==> src/rtl/reg_file_wb.sv <==
// 16 x 32-bit register file with a two-stage writeback (capture, then commit),
// combinational read ports and a bypass from the pending writeback stage.
module reg_file_wb (
  input  logic        clk,
  input  logic        rst_f,
  input  logic [3:0]  read_rega,
  input  logic [3:0]  read_regb,
  input  logic [3:0]  write_reg,
  input  logic [31:0] write_data,
  input  logic        rf_we,
  output logic [31:0] rsa,
  output logic [31:0] rsb,
  output logic        wb_pending,
  output logic [15:0] wr_cnt
);

  logic [3:0]  wb_addr_reg;
  logic [31:0] wb_data_reg;
  logic        wb_pending_reg;
  logic [15:0] wr_cnt_reg;
  logic        capture;
  logic [31:0] rf_q [16];

  // R0 writes never enter the pipeline, so they can never commit or count.
  assign capture = rf_we && (write_reg != 4'd0);

  always_ff @(posedge clk) begin
    if (!rst_f) begin
      wb_addr_reg    <= '0;
      wb_data_reg    <= '0;
      wb_pending_reg <= 1'b0;
      wr_cnt_reg     <= '0;
    end else begin
      wb_pending_reg <= capture;
      if (capture) begin
        wb_addr_reg <= write_reg;
        wb_data_reg <= write_data;
      end
      if (wb_pending_reg) begin
        wr_cnt_reg <= wr_cnt_reg + 16'd1;
      end
    end
  end

  assign rf_q[0] = '0;

  genvar gi;
  generate
    for (gi = 1; gi < 16; gi++) begin : g_reg
      logic [31:0] r_reg;

      always_ff @(posedge clk) begin
        if (!rst_f) begin
          r_reg <= '0;
        end else if (wb_pending_reg && (wb_addr_reg == 4'(gi))) begin
          r_reg <= wb_data_reg;
        end
      end

      assign rf_q[gi] = r_reg;
    end
  endgenerate

  // The pending stage holds the newest value, so it wins over the array.
  function automatic logic [31:0] read_port(input logic [3:0] addr);
    logic [31:0] data;
    data = rf_q[addr];
    if (addr == 4'd0) begin
      data = '0;
    end else if (wb_pending_reg && (wb_addr_reg == addr)) begin
      data = wb_data_reg;
    end
    return data;
  endfunction

  assign rsa        = read_port(read_rega);
  assign rsb        = read_port(read_regb);
  assign wb_pending = wb_pending_reg;
  assign wr_cnt     = wr_cnt_reg;

endmodule
==> config.mk <==
export PLATFORM = sky130hd
export DESIGN_NAME = reg_file_wb
export DESIGN_NICKNAME = d
export VERILOG_FILES = /design/src/rtl/reg_file_wb.sv
export SDC_FILE = /design/constraint.sdc
export NUM_CORES = 2
export LEC_CHECK = 0
export BUFFER_PORTS_ARGS = -buffer_cell sky130_fd_sc_hd__buf_2
export CAP_MARGIN = 30
export CELL_PAD_IN_SITES_DETAIL_PLACEMENT = 1
export CELL_PAD_IN_SITES_GLOBAL_PLACEMENT = 2
export CORE_UTILIZATION = 35
export DETAILED_ROUTE_END_ITERATION = 7
export PLACE_DENSITY = 0.77
export SETUP_SLACK_MARGIN = 0.2
export SLEW_MARGIN = 30
export SYNTH_ARGS = -nofsm -noshare
export SYNTH_HDL_FRONTEND = slang
export SYNTH_SLANG_ARGS = --single-unit
==> constraint.sdc <==
create_clock -name clk -period 2.6 [get_ports clk]
set_clock_uncertainty 0.2 [all_clocks]
set_input_delay 0.65 -clock clk [delete_from_list [all_inputs] [get_ports clk]]
set_output_delay 0.65 -clock clk [all_outputs]
set_load 0.01 [all_outputs]
==> results.yml <==
status:
  status: "complete, but fails checks"
  violations: "setup timing"
cts:
  cts_made_buffers: 66
  cts-root-buf: "clkbuf_16"
  cts_hold_buf: 0
  cts_sinks: 533
  cts.path.max_buffers: 3
  htreeDepth: 3
  tritoncts: "built"
  clock_latency_ns: 0.62
  path_clk_slew_ns: 0.05
detailed_routing:
  viasPerCell: 5.982
  via_count: 27954
  drt_iter0_markers: 2646
  drt_first_pass_iters: 8
  post-route-drc-count: 0
  post_drt_wl_per_cell_um: 29.24
  drt.antenna.violating_nets: 0
  drt_wl_total_um: 136700
floorplan:
  die_area_sq_um: 83500
  dieWidth_um: 289.0
  coreArea_sq_um: 81070
  rows: 104
  io_pins: 128
  fp.dieH_um: 289.0
  initial_core_util_pct: 35.55
final_layout:
  drive_above_1_share_pct: 28.43
  multi_input_area_sq_um: 17600
  n_fill_cell: 9069
  seq_area_sq_um: 10680
  final_cell_mix: "nand2_1, dfxtp_1, a21boi_0"
  largest_reg_flops: 480
  layout_commonest_cell: "nand2_1"
  nNetsFinal: 3608
  antennaDiodeCount: 0
  area_delta_synth_final_pct: 30.37
  final_util_pct: 46.35
critical_path:
  reg2reg_to: "g_reg[6].r_reg[13]"
  crit_type: "input port to output port"
  cp.arrival_ns: 2.44
  reg2reg_slack_ns: 0.36
  required_ns: 1.75
  setup.worst_path.end_class: "output port"
  startpoint_type: "input port"
  reg2reg_from: "wb_addr_reg[1]"
  worst-r2r-cell-count: 6
  cp_max_fo: 13
placed_design:
  gp_congestion: 0.8942
  detailed_place_hpwl_um: 84960
  port_buffers: 127
synth:
  ys_top_cells_by_area: "dfxtp_1, nand2_1, a21boi_0"
  synth_top_family_by_area: "compound AO/OA/AOI/OAI gates"
  synth_area_per_cell_sq_um: 8.642
  synth_xor_area_share_pct: 0.6685
  yosysSeqAreaShare_pct: 37.02
  ys_ff_latch: 533
  mappedNetlistArea_sq_um: 28820
  muxShareOfSynthArea_pct: 16.99
  syn_inst: 3335
  synth-simple-area-share_pct: 17.97
  yosysWarnings: 0
  yosysTopAreaCellShare_pct: 37.02
  yosysTopAreaCell: "dfxtp_1"
  synth-main-ff-cell: "dfxtp_1"
  synth.distinct_cells: 55
  syn-num-nets: 3383
  synthAdderAreaFrac_pct: 0.04341
  synth-edff-count: 0
  async_flop_share_pct: 0
  synth_compound_gate_area_share_pct: 21.42
power:
  p_clk_share_pct: 48.4
  p_comb_share_pct: 12.2
  p_int_uw: 15610
  power.density_nw_per_um2: 561.0
  swShare_pct: 25.96
  p_sw_uw: 5472
  power_leakage_uw: 0.01358
  ir_drop_v: 0.0003292
  pwr-share-seq_pct: 39.4
global_routing:
  gr-total-overflow: 0
  antenna_found_initial: 1
  first_global_vias: 29116
  grt_use_total_pct: 32.33
  grt_max_degree: 78
  grt_pass1_wl_um: 198600
sta:
  worst_slack_ns: -0.6872
  slew_viol_final: 0
  fmax_mhz: 304.2
  rsz0062_at_grt: "yes"
  finalCriticalPeriod_ns: 3.287
  hold_viol: 0
  min_period_over_period_pct: 126.4
  hold_slack_ns: 0.08320
  max-slew-margin-rel_pct: 52.55
  tightest_slew_ns: 0.7118
  setup_viol: 64
worst_hold_path:
  whs_endpoint: "wb_data_reg[28]"
  worstHoldStart: "write_data[28]"
  hold_class: "input port to flop"
  min_path_cells: 3
flow_run:
  cap_violations: 0
[area by class of cell]
type / count / area share, %
multi-input cells: 2451 / 46.83
well taps: 1060 / 3.529
inverters: 2 / 0.01998
clock buffers: 95 / 5.304
flip-flops and latches: 533 / 28.43
repair buffers: 506 / 14.84
clock inverters: 26 / 1.056
[synth_stat cells (7+ instances only)]
library cell / instances
buf_6: 15
mux2_2: 57
a2111oi_0: 7
o22ai_1: 33
and2_1: 18
a21boi_1: 119
dfxtp_1: 533
xnor2_1: 12
buf_2: 103
a32o_1: 32
nand2_1: 1117
a21boi_0: 397
a22oi_1: 33
a2111oi_2: 22
mux4_2: 128
o211ai_1: 31
mux2i_1: 128
a211oi_1: 31
nor2_1: 74
nor2b_1: 40
mux2_1: 8
clkbuf_1: 203
xor2_1: 10
nand3_1: 9
o21ai_0: 33
a21oi_1: 32
a221oi_1: 32
buf_4: 19
[stage by stage]
step	setup slack (ns)	instance area, sq um	power (uW)	TNS, ns	std cells
detailed placement	-0.9337	32880	10610	-41.74	4489
global route	-0.7375	37580	21570	-41.43	4673
floorplan	-0.1747	29250	9637	-8.761	3335
finish	-0.6872	37580	21080	-38.31	4673
CTS	-0.6513	36930	21030	-36.42	4652
global placement	-0.9072	32880	10580	-40.48	4489
[worst max-delay path: stages]
cell	delay, ns
buf_16	0.17
buf_6	0.17
buf_4	0.13
nor4_2	0.24
buf_4	0.20
nor2_4	0.06
buf_6	0.12
buf_12	0.13
buf_16	0.15
a32o_2	0.27
buf_6	0.13
[power by group through the flow]
stage	clock network (uW)	logic [uW]	registers [uW]
CTS	10300	2430	8290
global placement	0	2110	8470
finish	10200	2570	8300
global route	10600	2660	8300
detailed placement	0	2140	8470
floorplan	0	1230	8410
[per-layer routing]
| metal | share of wire [%] | track usage (%) | vias to the layer above |
|---|---|---|---|
| li1 | - | - | 12021 |
| met1 | 41 | 42.13 | 14228 |
| met2 | 45 | 50.45 | 1351 |
| met3 | 8.7 | 6.898 | 352 |
| met4 | 5.1 | 16.33 | 2 |
| met5 | 0.011 | 0 | - |
[worst max path at each step]
stage,endpoint,slack (ns),cells past startpoint,from
floorplan,rsa[19],-0.17,9,read_rega[0]
global placement,rsa[20],-0.91,8,read_rega[0]
detailed placement,rsa[20],-0.93,8,read_rega[0]
CTS,rsb[20],-0.65,10,wb_addr_reg[2]
global route,rsb[20],-0.74,10,wb_addr_reg[0]
finish,rsb[28],-0.69,11,read_regb[0]
[logic make-up (layout without fill, tap and decap cells)]
kind of cell,after synthesis,after routing
AOI/OAI and AO/OA,808,808
xor gates and xnor gates,22,22
adders and majority gates,1,1
buffers and inverters,351,629
DFF,533,533
muxes,321,321
and+or+nand+nor,1299,1299
[timing repair]
action	in CTS	in global routing
resized for setup	220	85
hold endpoints to repair	0	0
cloned	14	3
buffers inserted	28	18
pin swaps	68	56
setup endpoints to repair	64	64
Note: power is estimated with default switching activity, not from simulation.
